$ cat config.mk
export PLATFORM = sky130hd
export DESIGN_NAME = insn_encoder_flat
export DESIGN_NICKNAME = d
export VERILOG_FILES = /design/src/rtl/insn_encoder_pkg.sv /design/src/rtl/insn_encoder_if.sv /design/src/rtl/insn_encoder_pack.sv /design/src/rtl/insn_encoder.sv /design/src/flat_wrapper.sv
export SDC_FILE = /design/constraint.sdc
export NUM_CORES = 1
export LEC_CHECK = 0
export ABC_AREA = 1
export CELL_PAD_IN_SITES_DETAIL_PLACEMENT = 1
export CELL_PAD_IN_SITES_GLOBAL_PLACEMENT = 1
export CORE_MARGIN = 2
export CORE_UTILIZATION = 36
export CTS_BUF_LIST = sky130_fd_sc_hd__clkbuf_4
export DETAILED_ROUTE_END_ITERATION = 16
export PLACE_DENSITY_LB_ADDON = 0.1
export SLEW_MARGIN = 25
export SYNTH_ARGS = -nofsm -noshare
export SYNTH_HDL_FRONTEND = slang
export SYNTH_SLANG_ARGS = --single-unit
$ cat constraint.sdc
create_clock -name clk -period 2.4 [get_ports clk]
set_clock_uncertainty 0.15 [all_clocks]
set_input_delay 0.36 -clock clk [delete_from_list [all_inputs] [get_ports clk]]
set_output_delay 0.36 -clock clk [all_outputs]
set_load 0.02 [all_outputs]
$ cat src/rtl/insn_encoder_pkg.sv
// Shared constants and types for the RV32I field-to-word encoder.
// Opcodes, the canonical NOP, FSM states and the decoded-field bundle.
package insn_encoder_pkg;

    localparam logic [6:0] OP_R      = 7'b0110011;
    localparam logic [6:0] OP_IMM    = 7'b0010011;
    localparam logic [6:0] OP_LOAD   = 7'b0000011;
    localparam logic [6:0] OP_JALR   = 7'b1100111;
    localparam logic [6:0] OP_SYSTEM = 7'b1110011;
    localparam logic [6:0] OP_STORE  = 7'b0100011;
    localparam logic [6:0] OP_BRANCH = 7'b1100011;
    localparam logic [6:0] OP_LUI    = 7'b0110111;
    localparam logic [6:0] OP_AUIPC  = 7'b0010111;
    localparam logic [6:0] OP_JAL    = 7'b1101111;

    localparam logic [31:0] NOP_INSN = 32'h00000013;

    typedef enum logic [1:0] {
        IDLE,
        RUN,
        DONE
    } enc_state_e;

    typedef struct packed {
        logic [6:0]  opcode;
        logic [4:0]  rd;
        logic [4:0]  rs1;
        logic [4:0]  rs2;
        logic [2:0]  funct3;
        logic [6:0]  funct7;
        logic [31:0] imm;
    } enc_fields_t;

    // True when v, read as two's complement, fits in a signed field of `bits`.
    function automatic logic fits_signed(input logic [31:0] v,
                                         input int unsigned bits);
        logic signed [31:0] s;
        logic signed [31:0] lim;
        s   = signed'(v);
        lim = 32'sd1 <<< (bits - 1);
        return (s >= -lim) && (s < lim);
    endfunction

endpackage

$ cat src/rtl/insn_encoder_if.sv
// Field-bundle input handshake plus instruction-memory write bus.
// master drives fields and wr_ready_i; slave is the encoder.
interface insn_encoder_if #(
    parameter int DWIDTH = 32,
    parameter int AWIDTH = 32
);
    logic              valid_i;
    logic              ready_o;
    logic              last_i;
    logic [6:0]        opcode_i;
    logic [4:0]        rd_i;
    logic [4:0]        rs1_i;
    logic [4:0]        rs2_i;
    logic [2:0]        funct3_i;
    logic [6:0]        funct7_i;
    logic [DWIDTH-1:0] imm_i;
    logic              wr_en_o;
    logic              wr_ready_i;
    logic [AWIDTH-1:0] wr_addr_o;
    logic [DWIDTH-1:0] wr_data_o;

    modport master (
        output valid_i, last_i, opcode_i, rd_i, rs1_i, rs2_i,
        output funct3_i, funct7_i, imm_i, wr_ready_i,
        input  ready_o, wr_en_o, wr_addr_o, wr_data_o
    );

    modport slave (
        input  valid_i, last_i, opcode_i, rd_i, rs1_i, rs2_i,
        input  funct3_i, funct7_i, imm_i, wr_ready_i,
        output ready_o, wr_en_o, wr_addr_o, wr_data_o
    );
endinterface

$ cat src/rtl/insn_encoder_pack.sv
// Combinational packer: decoded fields -> RV32I word with range/legality flags.
// Out-of-range immediates are still packed with their truncated bits.
module insn_pack
    import insn_encoder_pkg::*;
(
    input  enc_fields_t i_fields,
    output logic [31:0] o_word,
    output logic        o_range_err,
    output logic        o_illegal
);

    logic [6:0]  w_op;
    logic [4:0]  w_rd;
    logic [4:0]  w_rs1;
    logic [4:0]  w_rs2;
    logic [2:0]  w_f3;
    logic [6:0]  w_f7;
    logic [31:0] w_imm;

    assign w_op  = i_fields.opcode;
    assign w_rd  = i_fields.rd;
    assign w_rs1 = i_fields.rs1;
    assign w_rs2 = i_fields.rs2;
    assign w_f3  = i_fields.funct3;
    assign w_f7  = i_fields.funct7;
    assign w_imm = i_fields.imm;

    // Select the format by opcode; unknown opcodes fall back to NOP.
    always_comb begin
        o_word      = NOP_INSN;
        o_range_err = 1'b0;
        o_illegal   = 1'b0;
        unique case (w_op)
            OP_R: begin
                o_word = {w_f7, w_rs2, w_rs1, w_f3, w_rd, w_op};
            end
            OP_IMM, OP_LOAD, OP_JALR, OP_SYSTEM: begin
                if (w_op == OP_IMM && (w_f3 == 3'b001 || w_f3 == 3'b101))
                    o_word = {w_f7, w_imm[4:0], w_rs1, w_f3, w_rd, w_op};
                else
                    o_word = {w_imm[11:0], w_rs1, w_f3, w_rd, w_op};
                o_range_err = !fits_signed(w_imm, 12);
            end
            OP_STORE: begin
                o_word = {w_imm[11:5], w_rs2, w_rs1, w_f3, w_imm[4:0], w_op};
                o_range_err = !fits_signed(w_imm, 12);
            end
            OP_BRANCH: begin
                o_word = {w_imm[12], w_imm[10:5], w_rs2, w_rs1, w_f3,
                          w_imm[4:1], w_imm[11], w_op};
                o_range_err = !fits_signed(w_imm, 13) || w_imm[0];
            end
            OP_LUI, OP_AUIPC: begin
                o_word = {w_imm[31:12], w_rd, w_op};
                o_range_err = (w_imm[11:0] != 12'h000);
            end
            OP_JAL: begin
                o_word = {w_imm[20], w_imm[10:1], w_imm[11], w_imm[19:12],
                          w_rd, w_op};
                o_range_err = !fits_signed(w_imm, 21) || w_imm[0];
            end
            default: begin
                o_illegal = 1'b1;
            end
        endcase
    end

endmodule

$ cat src/rtl/insn_encoder.sv
// RV32I encoder top: start/run/done FSM, 2-entry word FIFO,
// and sequential write addressing into instruction memory.
module insn_encoder
    import insn_encoder_pkg::*;
#(
    parameter int DWIDTH = 32,
    parameter int AWIDTH = 32
) (
    input  logic              clk,
    input  logic              rst,
    input  logic              start_i,
    input  logic [AWIDTH-1:0] base_addr_i,
    insn_encoder_if.slave     bus,
    output logic [AWIDTH-1:0] count_o,
    output logic              done_o,
    output logic              err_o
);

    enc_state_e        r_state;
    enc_state_e        w_state_n;
    logic              r_ready;
    logic              w_ready_n;
    logic              r_last;
    logic              w_last_n;
    logic [DWIDTH-1:0] r_mem [2];
    logic              r_wp;
    logic              r_rp;
    logic [1:0]        r_occ;
    logic [1:0]        w_occ_n;
    logic [AWIDTH-1:0] r_addr;
    logic [AWIDTH-1:0] r_count;
    logic              r_err;
    enc_fields_t       w_fields;
    logic [31:0]       w_word;
    logic              w_range_err;
    logic              w_illegal;
    logic              w_push;
    logic              w_pop;
    logic              w_start;

    assign w_fields = '{
        opcode: bus.opcode_i,
        rd:     bus.rd_i,
        rs1:    bus.rs1_i,
        rs2:    bus.rs2_i,
        funct3: bus.funct3_i,
        funct7: bus.funct7_i,
        imm:    bus.imm_i
    };

    insn_pack u_pack (
        .i_fields    (w_fields),
        .o_word      (w_word),
        .o_range_err (w_range_err),
        .o_illegal   (w_illegal)
    );

    assign w_start = (r_state == IDLE) & start_i;
    assign w_push  = bus.valid_i & r_ready;
    assign w_pop   = (r_occ != 2'd0) & bus.wr_ready_i;
    assign w_occ_n = r_occ + {1'b0, w_push} - {1'b0, w_pop};

    // Next state, last-seen flag and the registered ready for next cycle.
    always_comb begin
        w_state_n = r_state;
        w_last_n  = r_last;
        unique case (r_state)
            IDLE: begin
                if (start_i) begin
                    w_state_n = RUN;
                    w_last_n  = 1'b0;
                end
            end
            RUN: begin
                if (w_push && bus.last_i)
                    w_last_n = 1'b1;
                if (r_last && r_occ == 2'd0)
                    w_state_n = DONE;
            end
            DONE: begin
                w_state_n = IDLE;
                w_last_n  = 1'b0;
            end
            default: begin
                w_state_n = IDLE;
                w_last_n  = 1'b0;
            end
        endcase
        w_ready_n = (w_state_n == RUN) & (w_occ_n != 2'd2) & !w_last_n;
    end

    // State register with ready/last-seen flags.
    always_ff @(posedge clk or negedge rst) begin
        if (!rst) begin
            r_state <= IDLE;
            r_ready <= 1'b0;
            r_last  <= 1'b0;
        end else begin
            r_state <= w_state_n;
            r_ready <= w_ready_n;
            r_last  <= w_last_n;
        end
    end

    // Two-entry word FIFO between the packer and the memory port.
    always_ff @(posedge clk or negedge rst) begin
        if (!rst) begin
            r_mem[0] <= '0;
            r_mem[1] <= '0;
            r_wp     <= 1'b0;
            r_rp     <= 1'b0;
            r_occ    <= 2'd0;
        end else begin
            if (w_push) begin
                r_mem[r_wp] <= w_word;
                r_wp        <= ~r_wp;
            end
            if (w_pop)
                r_rp <= ~r_rp;
            r_occ <= w_occ_n;
        end
    end

    // Write address, word count and sticky error flag.
    always_ff @(posedge clk or negedge rst) begin
        if (!rst) begin
            r_addr  <= '0;
            r_count <= '0;
            r_err   <= 1'b0;
        end else if (w_start) begin
            r_addr  <= base_addr_i;
            r_count <= '0;
            r_err   <= 1'b0;
        end else begin
            if (w_pop) begin
                r_addr  <= r_addr + AWIDTH'(4);
                r_count <= r_count + AWIDTH'(1);
            end
            if (w_push && (w_range_err || w_illegal))
                r_err <= 1'b1;
        end
    end

    assign bus.ready_o   = r_ready;
    assign bus.wr_en_o   = (r_occ != 2'd0);
    assign bus.wr_addr_o = r_addr;
    assign bus.wr_data_o = r_mem[r_rp];
    assign count_o       = r_count;
    assign done_o        = (r_state == DONE);
    assign err_o         = r_err;

endmodule

$ cat src/flat_wrapper.sv
// flat-port wrapper written by rule: the top's interface ports become plain ports
module insn_encoder_flat import insn_encoder_pkg::*;
#(
    parameter int DWIDTH = 32,
    parameter int AWIDTH = 32
)
  (clk, rst, start_i, base_addr_i, count_o, done_o, err_o, bus_valid_i, bus_last_i, bus_opcode_i, bus_rd_i, bus_rs1_i, bus_rs2_i, bus_funct3_i, bus_funct7_i, bus_imm_i, bus_wr_ready_i, bus_ready_o, bus_wr_en_o, bus_wr_addr_o, bus_wr_data_o);
  insn_encoder_if #(.DWIDTH(DWIDTH), .AWIDTH(AWIDTH)) bus_i ();
  input  logic clk;
  input  logic rst;
  input  logic start_i;
  input  logic [AWIDTH-1:0] base_addr_i;
  output logic [AWIDTH-1:0] count_o;
  output logic done_o;
  output logic err_o;
  input wire logic [$bits(bus_i.valid_i)-1:0] bus_valid_i;
  input wire logic [$bits(bus_i.last_i)-1:0] bus_last_i;
  input wire logic [$bits(bus_i.opcode_i)-1:0] bus_opcode_i;
  input wire logic [$bits(bus_i.rd_i)-1:0] bus_rd_i;
  input wire logic [$bits(bus_i.rs1_i)-1:0] bus_rs1_i;
  input wire logic [$bits(bus_i.rs2_i)-1:0] bus_rs2_i;
  input wire logic [$bits(bus_i.funct3_i)-1:0] bus_funct3_i;
  input wire logic [$bits(bus_i.funct7_i)-1:0] bus_funct7_i;
  input wire logic [$bits(bus_i.imm_i)-1:0] bus_imm_i;
  input wire logic [$bits(bus_i.wr_ready_i)-1:0] bus_wr_ready_i;
  output wire logic [$bits(bus_i.ready_o)-1:0] bus_ready_o;
  output wire logic [$bits(bus_i.wr_en_o)-1:0] bus_wr_en_o;
  output wire logic [$bits(bus_i.wr_addr_o)-1:0] bus_wr_addr_o;
  output wire logic [$bits(bus_i.wr_data_o)-1:0] bus_wr_data_o;
  assign bus_i.valid_i = bus_valid_i;
  assign bus_i.last_i = bus_last_i;
  assign bus_i.opcode_i = bus_opcode_i;
  assign bus_i.rd_i = bus_rd_i;
  assign bus_i.rs1_i = bus_rs1_i;
  assign bus_i.rs2_i = bus_rs2_i;
  assign bus_i.funct3_i = bus_funct3_i;
  assign bus_i.funct7_i = bus_funct7_i;
  assign bus_i.imm_i = bus_imm_i;
  assign bus_i.wr_ready_i = bus_wr_ready_i;
  assign bus_ready_o = bus_i.ready_o;
  assign bus_wr_en_o = bus_i.wr_en_o;
  assign bus_wr_addr_o = bus_i.wr_addr_o;
  assign bus_wr_data_o = bus_i.wr_data_o;
  insn_encoder #(.DWIDTH(DWIDTH), .AWIDTH(AWIDTH)) u_core (.clk(clk), .rst(rst), .start_i(start_i), .base_addr_i(base_addr_i), .bus(bus_i), .count_o(count_o), .done_o(done_o), .err_o(err_o));
endmodule
==> reports/qor.csv <==
metric;value;unit
status;finished clean;
Top delay family on crit path;buffers and inverters;
fin crit period;2.362;ns
Synth Warn #;0;
Core Rows;54;
first-pass GRT wire length;46.23;mm
Synth Flop Type;dfrtp_1;
fin crit share;0.9843;
crit path buf inv count;2;
crit-path max cell delay;0.50;ns
share of cells above drive strength 1;0.09032;
Slew @ Worst Pin;0.5475;ns
routed wire length per instance;17.08;µm
Top Ports;202;
DRC marker count from the first detailed-route iteration;406;
crit start category;flip-flop;
Max Freq;423.3;MHz
Yosys cell types;42;
Compound-Gate Fraction of Synth Area;0.1364;
post-synthesis xor/xnor area fraction;0.01192;
CP Data Arrival Time;1.85;ns
Final nets;1489;
CTS tree;done;
Sequential Area;3430;µm²
Worst Hold Class;in -> async;
Worst R2R End;u_core.bus.ready_o;
Peak supply drop;0.0002766;V
Placer Congestion;0.9270;
area added between synthesis and finish;34.01;%
largest family of logic cells by synthesized area;simple AND/OR/NAND/NOR gates;
Num CTS Buffers;17;
Final Hold Vio Count;0;
Post-synth EDFFs;0;
Synth Area per Inst;6.962;µm²
critical path type;reg -> out;
Slew Limit Fails;0;
synthesized instance count;1161;
Sinks on Clock Net;137;
leak pwr;5.017;nW
R2R cell count;11;
Area after DPL;10630;µm²
mux cell area share after synthesis;0;
Place WS;-0.02076;ns
#FFs+latches synth;137;
critical path cell sequence;clkbuf_16 > o21ai_2 > clkdlybuf4s15_1;
clk buf depth;2;
post-synthesis simple-gate area fraction;0.3342;
port bufs;201;
area of the multi-input gates;3961;µm²
total gr overflow;0;
final setup fails;0;
GRT Total Usage;0.2431;
Die Span Y;153.8;µm
largest net degree at the start of global routing;54;
Initial Utilization;0.3681;
Worst Setup End Kind;output pin;
Post-Synthesis Cell Area;8083;µm²
Residual DRC;0;
setup TNS;0;ns
initial antenna violation count;1;
Reg2Reg Setup Slack;0.28;ns
unrepaired setup endpoints after global routing;yes;
Power Density;859.3;nW/µm²
Placeable Area;21960;µm²
vias in the first global route;8741;
Worst path slowest cell;dfrtp_2;
number of fill cells;2847;
Die Footprint;23670;µm²
Post-DRT Antenna Nets;0;
R2R Path Start;u_core.r_occ[1];
post-DP HPWL;21.83;mm
die width;153.8;µm
via count;8597;
clock slew at reported path FFs;0.14;ns
post-synth net total;1267;
Async SR Flop Fraction;1.000;
worst setup margin;0.03779;ns
1st-pass router iterations;4;
final WL;28.63;mm
Root Buffer;clkbuf_4;
Slew HR;0.6350;
Crit Path Max Fanout;25;
Critical Path RT;1.89;ns
clk_lat worst skew;0.56;ns
final instance area;10830;µm²
register area share after synthesis;0.4241;
max cap viols;0;
via-per-instance ratio;5.129;
H-tree levels;4;
Post-Synth Adder-Cell Area;0.006192;
==> layer usage <==
layer  part of all wire  GRT usage  wire (µm)
met4              0.015    0.06097        429
met3              0.037    0.03833       1053
met2               0.47     0.4035      13480
met5                  0          0          0
met1               0.48     0.3336      13670
==> synthesized netlist by cell type, types with 3 or more instances <==
cell type / count / area share
clkbuf_1: 22 / 0.010
a22oi_1: 4 / 0.0037
a21oi_1: 35 / 0.022
o211ai_1: 11 / 0.010
nand2_1: 373 / 0.17
nand2_4: 3 / 0.0042
nor2_1: 105 / 0.049
ha_1: 4 / 0.0062
nand3_1: 60 / 0.037
o22ai_1: 9 / 0.0070
buf_1: 4 / 0.0019
buf_2: 11 / 0.0068
nor3_2: 6 / 0.0074
nor4_1: 5 / 0.0039
a211oi_1: 5 / 0.0046
or2_2: 3 / 0.0023
xor2_1: 10 / 0.011
nor2_4: 3 / 0.0042
nand2_2: 5 / 0.0039
nor3_1: 32 / 0.020
buf_4: 3 / 0.0028
nand4_1: 18 / 0.014
o21a_1: 3 / 0.0028
o21bai_1: 3 / 0.0028
dfrtp_1: 137 / 0.42
o21ai_0: 118 / 0.073
inv_1: 139 / 0.065
nand3b_1: 7 / 0.0065
a31oi_1: 5 / 0.0039
==> cells by family after synthesis <==
family / Yosys count
compound gates: 200
xor+xnor: 11
fa+ha+maj: 4
buf+inv: 181
flops: 137
simple gates: 628
==> worst max-delay path by stage <==
stage                          from                  to  slack, ns  cells after the start
floorplan           u_core.r_occ[1]  u_core.bus.ready_o       0.32                     12
global placement    bus_opcode_i[5]    u_core.r_mem[37]      -0.04                     10
detailed placement  bus_opcode_i[4]    u_core.r_mem[31]      -0.02                     12
CTS                     u_core.r_rp   bus_wr_data_o[22]     -0.001                      3
global route            u_core.r_rp   bus_wr_data_o[27]      -0.05                      3
finish                  u_core.r_rp   bus_wr_data_o[27]       0.04                      3
==> flip-flops by register name, indices dropped and copies added, names as in the netlist, 2 cells and up <==
name                  flops
u_core.bus.wr_addr_o     32
u_core.r_mem             64
u_core.r_state            2
u_core.count_o           32
u_core.r_occ              2
==> cell usage in the layout (no fill, tap or decap), types with 4 or more instances in the layout <==
cell / n
a211oi_1: 5
a21oi_1: 35
a22oi_1: 4
a31oi_1: 5
buf_12: 5
buf_2: 5
buf_4: 35
clkbuf_2: 17
clkbuf_4: 17
clkdlybuf4s15_1: 7
clkdlybuf4s50_1: 167
clkinv_4: 5
dfrtp_1: 136
ha_1: 4
inv_1: 138
inv_6: 4
nand2_1: 373
nand2_2: 5
nand3_1: 60
nand3b_1: 7
nand4_1: 18
nor2_1: 104
nor2_4: 4
nor3_1: 32
nor3_2: 6
nor4_1: 5
o211ai_1: 11
o21ai_0: 104
o21ai_1: 15
o22ai_1: 9
xor2_1: 10
==> worst register-to-register path, delay by kind of cell (launching register included) <==
family                     cells  cell delay, ns
adders and majority gates      2            0.44
buffers and inverters          3            0.25
xor gates and xnor gates       2            0.43
DFF                            1            0.39
and+or+nand+nor                4            0.40
==> what timing repair did <==
action,in CTS,in global routing
hold endpoints to repair,63,0
hold buffers,1,0
setup buffers,0,1
resized for setup,68,61
cloned,0,2
setup endpoints to repair,33,15
==> where the power goes <==
part | switching, W | total (W) | internal, W
registers | 0.000574 | 0.00344 | 0.00286
clock network | 0.000988 | 0.00141 | 0.000426
logic | 0.00271 | 0.00446 | 0.00175
total | 0.00427 | 0.00931 | 0.00504
==> stage by stage <==
step           instances    util  hold WS [ns]  power [W]
2_1_floorplan       1161       -      -0.08559   0.005770
3_3_place_gp        1640  0.4840        0.2136   0.007799
3_5_place_dp        1640  0.4840        0.2166   0.007911
4_1_cts             1672  0.4938        0.1413   0.009288
5_1_grt             1676  0.4933        0.1676    0.01001
6_report            1676  0.4933        0.1653   0.009307
==> cell type report <==
cell class / count / share of cell area
clock buffer: 17 / 0.01178
inverter: 141 / 0.04886
tap: 280 / 0.03234
multi-input combinational: 843 / 0.3657
antenna: 1 / 0.0002310
clock inverter: 14 / 0.01074
sequential: 137 / 0.3166
timing repair buffer: 243 / 0.2137
No activity file was read; power rests on OpenSTA's default activity.
